<file path="config.mk">
export PLATFORM = sky130hd
export DESIGN_NAME = multicycle_control_unit
export DESIGN_NICKNAME = d
export VERILOG_FILES = /design/src/rtl/multicycle_control_unit.sv
export SDC_FILE = /design/constraint.sdc
export NUM_CORES = 1
export LEC_CHECK = 0
export ABC_AREA = 1
export BUFFER_PORTS_ARGS = -buffer_cell sky130_fd_sc_hd__buf_2
export CORE_ASPECT_RATIO = 1.1
export CORE_MARGIN = 3
export CORE_UTILIZATION = 25
export CTS_BUF_LIST = sky130_fd_sc_hd__clkbuf_4 sky130_fd_sc_hd__clkbuf_8
export CTS_CLUSTER_SIZE = 10
export DETAILED_ROUTE_END_ITERATION = 7
export SLEW_MARGIN = 10
export SYNTH_ARGS = -nofsm -noshare
export SYNTH_HDL_FRONTEND = slang
export SYNTH_SLANG_ARGS = --single-unit
</file>
<file path="constraint.sdc">
create_clock -name CLK -period 4.3 [get_ports CLK]
set_input_delay 0.215 -clock CLK [delete_from_list [all_inputs] [get_ports CLK]]
set_output_delay 0.215 -clock CLK [all_outputs]
set_load 0.02 [all_outputs]
</file>
<file path="src/rtl/multicycle_control_unit.sv">
// multicycle_control_unit
// Sequencing controller for the multicycle MIPS datapath. It fetches an
// instruction into an internal IR, then walks DECODE, EXEC, MEM and WB.
// Along the way it handshakes with the request unit and drives every
// datapath select and enable from the latched IR.
//
// Ports:
//   CLK, RST              clock (rising edge), synchronous active-high reset
//   imemload, ihit        fetched instruction word and its completion strobe
//   dhit                  data access completion strobe
//   zero                  ALU zero flag, used by BEQ/BNE in EXEC
//   iREN, dREN, dWEN      memory request lines
//   ir                    latched instruction
//   pc_wen, pc_sel        PC update strobe and next-PC source select
//   reg_wen, reg_dst      register write strobe and destination select
//   alu_src, ext_op       ALU B operand select and imm16 extension mode
//   alu_op                ALU operation code
//   wb_sel                register write-back source select
//   halt, illegal, timeout  sticky status flags
//   retired               count of completed instructions (wraps)
//   state                 current FSM state, for debug
module multicycle_control_unit #(
  parameter int CNT_W       = 32,
  parameter int MEM_TIMEOUT = 0,
  parameter int TO_W        = 8
) (
  input  logic             CLK,
  input  logic             RST,
  input  logic [31:0]      imemload,
  input  logic             ihit,
  input  logic             dhit,
  input  logic             zero,
  output logic             iREN,
  output logic             dREN,
  output logic             dWEN,
  output logic [31:0]      ir,
  output logic             pc_wen,
  output logic [1:0]       pc_sel,
  output logic             reg_wen,
  output logic [1:0]       reg_dst,
  output logic [1:0]       alu_src,
  output logic             ext_op,
  output logic [3:0]       alu_op,
  output logic [1:0]       wb_sel,
  output logic             halt,
  output logic             illegal,
  output logic             timeout,
  output logic [CNT_W-1:0] retired,
  output logic [2:0]       state
);

  localparam logic [2:0] FETCH  = 3'd0;
  localparam logic [2:0] DECODE = 3'd1;
  localparam logic [2:0] EXEC   = 3'd2;
  localparam logic [2:0] MEM    = 3'd3;
  localparam logic [2:0] WB     = 3'd4;
  localparam logic [2:0] HALTED = 3'd5;

  localparam logic [5:0] OP_RTYPE = 6'h00, OP_J     = 6'h02, OP_JAL   = 6'h03;
  localparam logic [5:0] OP_BEQ   = 6'h04, OP_BNE   = 6'h05, OP_ADDI  = 6'h08;
  localparam logic [5:0] OP_ADDIU = 6'h09, OP_SLTI  = 6'h0A, OP_SLTIU = 6'h0B;
  localparam logic [5:0] OP_ANDI  = 6'h0C, OP_ORI   = 6'h0D, OP_XORI  = 6'h0E;
  localparam logic [5:0] OP_LUI   = 6'h0F, OP_LW    = 6'h23, OP_SW    = 6'h2B;
  localparam logic [5:0] OP_HALT  = 6'h3F;

  localparam logic [3:0] ALU_SLL = 4'd0, ALU_SRL = 4'd1, ALU_ADD = 4'd2;
  localparam logic [3:0] ALU_SUB = 4'd3, ALU_AND = 4'd4, ALU_OR  = 4'd5;
  localparam logic [3:0] ALU_XOR = 4'd6, ALU_NOR = 4'd7, ALU_SLT = 4'd8;
  localparam logic [3:0] ALU_SLTU = 4'd9;

  localparam logic [TO_W-1:0] TO_LIMIT = TO_W'(MEM_TIMEOUT);

  logic [2:0]       r_state;
  logic [31:0]      r_ir;
  logic             r_halt, r_illegal, r_timeout;
  logic [CNT_W-1:0] r_retired;
  logic [TO_W-1:0]  r_wait;

  logic [5:0]      w_op, w_funct;
  logic            w_legal, w_isHalt, w_isJ, w_isJal, w_isJr;
  logic            w_isBeq, w_isBne, w_isLw, w_isSw, w_ctlExec;
  logic            w_extOp;
  logic [1:0]      w_aluSrc, w_regDst, w_wbSel, w_pcSel;
  logic [3:0]      w_aluOp;
  logic [TO_W-1:0] w_waitNext;
  logic            w_waitExpire;

  assign w_op  = r_ir[31:26];
  assign w_funct = r_ir[5:0];

  // Instruction decode of the latched IR. The selects are driven in every
  // state; only the strobes below are qualified by state.
  always_comb begin
    w_legal  = 1'b1;
    w_isHalt = 1'b0;
    w_isJ    = 1'b0;
    w_isJal  = 1'b0;
    w_isJr   = 1'b0;
    w_isBeq  = 1'b0;
    w_isBne  = 1'b0;
    w_isLw   = 1'b0;
    w_isSw   = 1'b0;
    w_extOp  = 1'b0;
    w_aluSrc = 2'b00;
    w_aluOp  = ALU_ADD;
    w_regDst = 2'b00;
    w_wbSel  = 2'b00;
    case (w_op)
      OP_RTYPE: begin
        w_regDst = 2'b01;
        case (w_funct)
          6'h20, 6'h21: w_aluOp = ALU_ADD;
          6'h22, 6'h23: w_aluOp = ALU_SUB;
          6'h24:        w_aluOp = ALU_AND;
          6'h25:        w_aluOp = ALU_OR;
          6'h26:        w_aluOp = ALU_XOR;
          6'h27:        w_aluOp = ALU_NOR;
          6'h2A:        w_aluOp = ALU_SLT;
          6'h2B:        w_aluOp = ALU_SLTU;
          6'h00: begin
            w_aluOp  = ALU_SLL;
            w_aluSrc = 2'b10;
          end
          6'h02: begin
            w_aluOp  = ALU_SRL;
            w_aluSrc = 2'b10;
          end
          6'h08:        w_isJr  = 1'b1;
          default:      w_legal = 1'b0;
        endcase
      end
      OP_J:   w_isJ = 1'b1;
      OP_JAL: begin
        w_isJal  = 1'b1;
        w_regDst = 2'b10;
        w_wbSel  = 2'b10;
      end
      OP_BEQ, OP_BNE: begin
        w_isBeq = (w_op == OP_BEQ);
        w_isBne = (w_op == OP_BNE);
        w_extOp = 1'b1;
        w_aluOp = ALU_SUB;
      end
      OP_ADDI, OP_ADDIU, OP_SLTI, OP_SLTIU: begin
        w_extOp  = 1'b1;
        w_aluSrc = 2'b01;
        w_aluOp  = (w_op == OP_SLTI)  ? ALU_SLT  :
                   (w_op == OP_SLTIU) ? ALU_SLTU : ALU_ADD;
      end
      OP_ANDI, OP_ORI, OP_XORI: begin
        w_aluSrc = 2'b01;
        w_aluOp  = (w_op == OP_ANDI) ? ALU_AND :
                   (w_op == OP_ORI)  ? ALU_OR  : ALU_XOR;
      end
      OP_LUI: w_wbSel = 2'b11;
      OP_LW, OP_SW: begin
        w_isLw   = (w_op == OP_LW);
        w_isSw   = (w_op == OP_SW);
        w_extOp  = 1'b1;
        w_aluSrc = 2'b01;
        w_wbSel  = (w_op == OP_LW) ? 2'b01 : 2'b00;
      end
      OP_HALT: w_isHalt = 1'b1;
      default: w_legal  = 1'b0;
    endcase
  end

  assign w_ctlExec    = w_isJ | w_isJr | w_isBeq | w_isBne;
  assign w_waitNext   = r_wait + TO_W'(1);
  // The limit is reached on the cycle whose no-hit increment would land on
  // MEM_TIMEOUT; a hit in that same cycle is checked first and wins.
  assign w_waitExpire = (MEM_TIMEOUT != 0) && (w_waitNext == TO_LIMIT);

  // Next-PC source: control transfers resolve in EXEC, JAL links in WB.
  always_comb begin
    w_pcSel = 2'b00;
    if (r_state == EXEC) begin
      if (w_isJ)        w_pcSel = 2'b10;
      else if (w_isJr)  w_pcSel = 2'b11;
      else if (w_isBeq) w_pcSel = zero ? 2'b01 : 2'b00;
      else if (w_isBne) w_pcSel = zero ? 2'b00 : 2'b01;
    end else if (r_state == WB && w_isJal) begin
      w_pcSel = 2'b10;
    end
  end

  // Sequencer, IR capture, sticky flags, retire counter and memory-wait
  // counter. The wait counter is cleared whenever FETCH or MEM is entered.
  always_ff @(posedge CLK) begin
    if (RST) begin
      r_state   <= FETCH;
      r_ir      <= '0;
      r_halt    <= 1'b0;
      r_illegal <= 1'b0;
      r_timeout <= 1'b0;
      r_retired <= '0;
      r_wait    <= '0;
    end else begin
      case (r_state)
        FETCH: begin
          if (ihit) begin
            r_ir    <= imemload;
            r_state <= DECODE;
          end else if (w_waitExpire) begin
            r_timeout <= 1'b1;
            r_halt    <= 1'b1;
            r_state   <= HALTED;
          end else begin
            r_wait <= w_waitNext;
          end
        end
        DECODE: begin
          if (!w_legal) begin
            r_illegal <= 1'b1;
            r_halt    <= 1'b1;
            r_state   <= HALTED;
          end else if (w_isHalt) begin
            r_halt    <= 1'b1;
            r_retired <= r_retired + CNT_W'(1);
            r_state   <= HALTED;
          end else begin
            r_state <= EXEC;
          end
        end
        EXEC: begin
          if (w_ctlExec) begin
            r_retired <= r_retired + CNT_W'(1);
            r_wait    <= '0;
            r_state   <= FETCH;
          end else if (w_isLw || w_isSw) begin
            r_wait  <= '0;
            r_state <= MEM;
          end else begin
            r_state <= WB;
          end
        end
        MEM: begin
          if (dhit) begin
            if (w_isSw) begin
              r_retired <= r_retired + CNT_W'(1);
              r_wait    <= '0;
              r_state   <= FETCH;
            end else begin
              r_state <= WB;
            end
          end else if (w_waitExpire) begin
            r_timeout <= 1'b1;
            r_halt    <= 1'b1;
            r_state   <= HALTED;
          end else begin
            r_wait <= w_waitNext;
          end
        end
        WB: begin
          r_retired <= r_retired + CNT_W'(1);
          r_wait    <= '0;
          r_state   <= FETCH;
        end
        HALTED:  r_state <= HALTED;
        default: r_state <= FETCH;
      endcase
    end
  end

  // Strobes are combinational from state and IR. The write strobes are
  // masked by RST so a reset cycle never commits architectural state.
  assign iREN    = (r_state == FETCH);
  assign dREN    = (r_state == MEM) && w_isLw;
  assign dWEN    = (r_state == MEM) && w_isSw;
  assign reg_wen = !RST && (r_state == WB);
  assign pc_wen  = !RST && (((r_state == EXEC) && w_ctlExec) ||
                            ((r_state == MEM) && w_isSw && dhit) ||
                            (r_state == WB));
  assign pc_sel  = w_pcSel;
  assign reg_dst = w_regDst;
  assign alu_src = w_aluSrc;
  assign ext_op  = w_extOp;
  assign alu_op  = w_aluOp;
  assign wb_sel  = w_wbSel;
  assign ir      = r_ir;
  assign halt    = r_halt;
  assign illegal = r_illegal;
  assign timeout = r_timeout;
  assign retired = r_retired;
  assign state   = r_state;

endmodule

</file>
==> flow_metrics.py <==
metrics = {
    "synth": {
        "syn_area_per_cell_um2": 6.55,
        "yosysWarnings": 0,
        "synth-seq-cells": 69,
        "ys_top_cells_by_area": "dfxtp_1 36%, nand2_1 15%, a21oi_1 8.2%",
        "yosys-top-cells-count": "157 x nand2_1, 69 x dfxtp_1, 63 x a21oi_1",
        "ys_async_sr_fraction_pct": 0,
        "synth_edf_count": 0,
        "syn_inst": 584,
        "synthFlopType": "dfxtp_1",
        "synth_area_mm2": 0.00382,
        "yosysMostFrequentCell": "nand2_1",
        "synth_cell_types": 33,
        "netlist.area_leader.share_pct": 36.1,
        "synth_fp_nets": 622,
        "synth_top_area_cell": "dfxtp_1",
        "yosysSeqAreaShare_pct": 36.1,
    },
    "timing": {
        "grt_setup_unrepaired": "no",
        "tightest_slew_ps": 789,
        "setup_violations": 0,
        "tns_ps": 0,
        "slew_viol_final": 0,
        "period_needed_ps": 2630,
        "slew_headroom_pct": 47.3,
        "hold_viol": 0,
        "skew_ps": 8.69,
        "fin_crit_sh_pct": 61.1,
        "clock.fmax_ghz": 0.381,
    },
    "floorplan": {
        "rows": 46,
        "num_io_pins": 125,
        "die-height_um": 136,
        "core_mm2": 0.0147,
        "fp.dieW_um": 124,
        "die_area_mm2": 0.0168,
        "start_util_pct": 26.1,
    },
    "critical_path": {
        "cp.required_ps": 4530,
        "critical_path.startpoint_type": "flop",
        "cp_common_cell": "nor2_1",
        "max_stage_delay_ps": 500,
        "path_cells": "nor2_1, inv_1, nor2_1, nand4_2, nand2_4, clkinv_2, nand2_1, a21oi_1",
        "crit_type": "flop to flop",
        "crit_fanout": 33,
        "cp-end-kind": "flop",
        "crit_arrival_ps": 2860,
        "crit_slowest_cell": "nand2_4",
    },
    "global_route": {
        "antenna_found_initial": 0,
        "grt_usage_pct": 14.8,
        "grt_max_degree": 41,
        "grt_overflow": 0,
        "grt_pass1_wl_um": 19600,
        "grt_pass1_vias": 3812,
    },
    "routing": {
        "vias_per_cell": 4.55,
        "wl_met1_um": 5510,
        "met2_length_um": 5520,
        "top_layer": "met4",
        "wl_met3_um": 625,
        "drt_wl_total_um": 12000,
        "vias": 4061,
        "ant_nets": 0,
        "wl_per_cell_um": 13.4,
        "drc": 0,
        "drt_iter0_markers": 329,
        "dr.pass1.iters": 4,
    },
    "placed_design": {
        "gp_congestion": 0.874,
        "hpwl_um": 9090,
        "portBuffers": 123,
        "place_inst": 877,
    },
    "pwr": {
        "power.leakage_nw": 2.13,
        "ir_worst_vdd_mv": 0.155,
        "pwr_density_cell_mw_per_mm2": 491,
        "total_power_mw": 2.35,
    },
    "cts": {
        "clockBufferDepth": 2,
        "htreeDepth": 3,
        "cts_resized": 0,
        "cts_tree": "done",
        "clock_latency_ps": 360,
        "clock-root-buffer": "clkbuf_8",
        "clock_sinks": 69,
        "post_cts_buffers": 0,
        "cts_buffers": 9,
        "path_clk_slew_ps": 70,
        "hold_buffers": 0,
    },
    "cells_and_area": {
        "multi_input_area_mm2": 0.00215,
        "layout-drive-gt1-share_pct": 24.0,
        "areaGrowthSynthToFinish_pct": 25.1,
        "seq_area_mm2": 0.00138,
        "stdcell_count": 893,
        "fill_cells": 1644,
        "antennaDiodeCount": 0,
        "nNetsFinal": 734,
    },
    "min_path": {
        "hp-class": "input port to flop",
    },
    "job": {
        "max-cap-violations": 0,
    },
    "status": {
        "status": "finished, final reports clean",
    },
}
[cell type report]
| cell class | count | share of cell area (%) |
|---|---|---|
| Clock buffer | 11 | 3.04 |
| Clock inverter | 5 | 1.05 |
| Inverter | 48 | 3.79 |
| Multi-Input combinational cell | 443 | 45.0 |
| Sequential cell | 69 | 28.9 |
| Tap cell | 192 | 5.02 |
| Timing Repair Buffer | 125 | 13.2 |
[routing by layer]
metal  GRT usage (%)  vias to the layer above
met2            22.8                       89
met5               0                        -
li1                -                     2113
met3            3.09                       18
met4            7.49                        0
met1            19.3                     1841
[flip-flops by register name, indices dropped and copies added (netlist names)]
signal / flops
illegal: 1
retired: 32
ir: 32
state: 3
halt: 1
[per-stage QoR]
stage	utilization [%]	instance area, um2	setup slack [ps]	hold slack [ps]
after global routing	32.6	4780	1350	103
after CTS	32.6	4780	1650	82.3
final	32.6	4780	1670	118
after floorplan	-	3820	2340	381
after global placement	31.3	4590	1740	437
after detailed placement	31.3	4590	1670	441
[where the power goes]
part           switching [mW]  leakage [nW]  internal, mW
clock                   0.254         0.106         0.286
combinational           0.732          1.46         0.273
sequential             0.0749         0.562         0.728
total                    1.06          2.13          1.29
[cells in the final DEF, fill, tap and decap left out, drive strengths merged, types with 2 or more instances in the layout]
| cell type | netlist | layout |
|---|---|---|
| xor2 | 20 | 20 |
| nand3b | 2 | 2 |
| nand2 | 168 | 168 |
| nand3 | 59 | 59 |
| inv | 47 | 47 |
| xnor2 | 8 | 8 |
| dfxtp | 69 | 69 |
| a21oi | 71 | 71 |
| o21ai | 19 | 19 |
| clkbuf | 16 | 11 |
| nor3 | 17 | 17 |
| buf | 8 | 125 |
| a31oi | 2 | 2 |
| clkinv | 1 | 5 |
| nor2 | 64 | 64 |
| nand4 | 7 | 7 |
[worst paths after layout]
path,cells after the start,endpoint,startpoint,slack [ps]
worst max-delay path,8,retired[20],state[2],1670
worst min-delay path,3,ir[23],imemload[23],120
worst min register to register,2,illegal,illegal,450
worst max register to register,8,retired[20],state[2],1670
[worst max-delay path, delay by kind of cell (launching register included)]
kind                   cells  cell delay [ps]
AND/OR/NAND/NOR            5             1610
flip-flops                 1              380
buffers and inverters      2              440
AO/OA/AOI/OAI              1               70
[logic make-up (layout without fill, tap and decap cells)]
| family | after synthesis | after routing | share of synthesized area [%] |
|---|---|---|---|
| xor gates and xnor gates | 28 | 28 | 6.41 |
| other | 1 | 1 | 0.0981 |
| AOI/OAI and AO/OA | 94 | 94 | 13.4 |
| adders and majority gates | 1 | 1 | 0.327 |
| and+or+nand+nor | 319 | 319 | 36.1 |
| DFF | 69 | 69 | 36.1 |
| buffers and inverters | 72 | 189 | 7.56 |
Note: power is estimated with default switching activity, not from simulation.
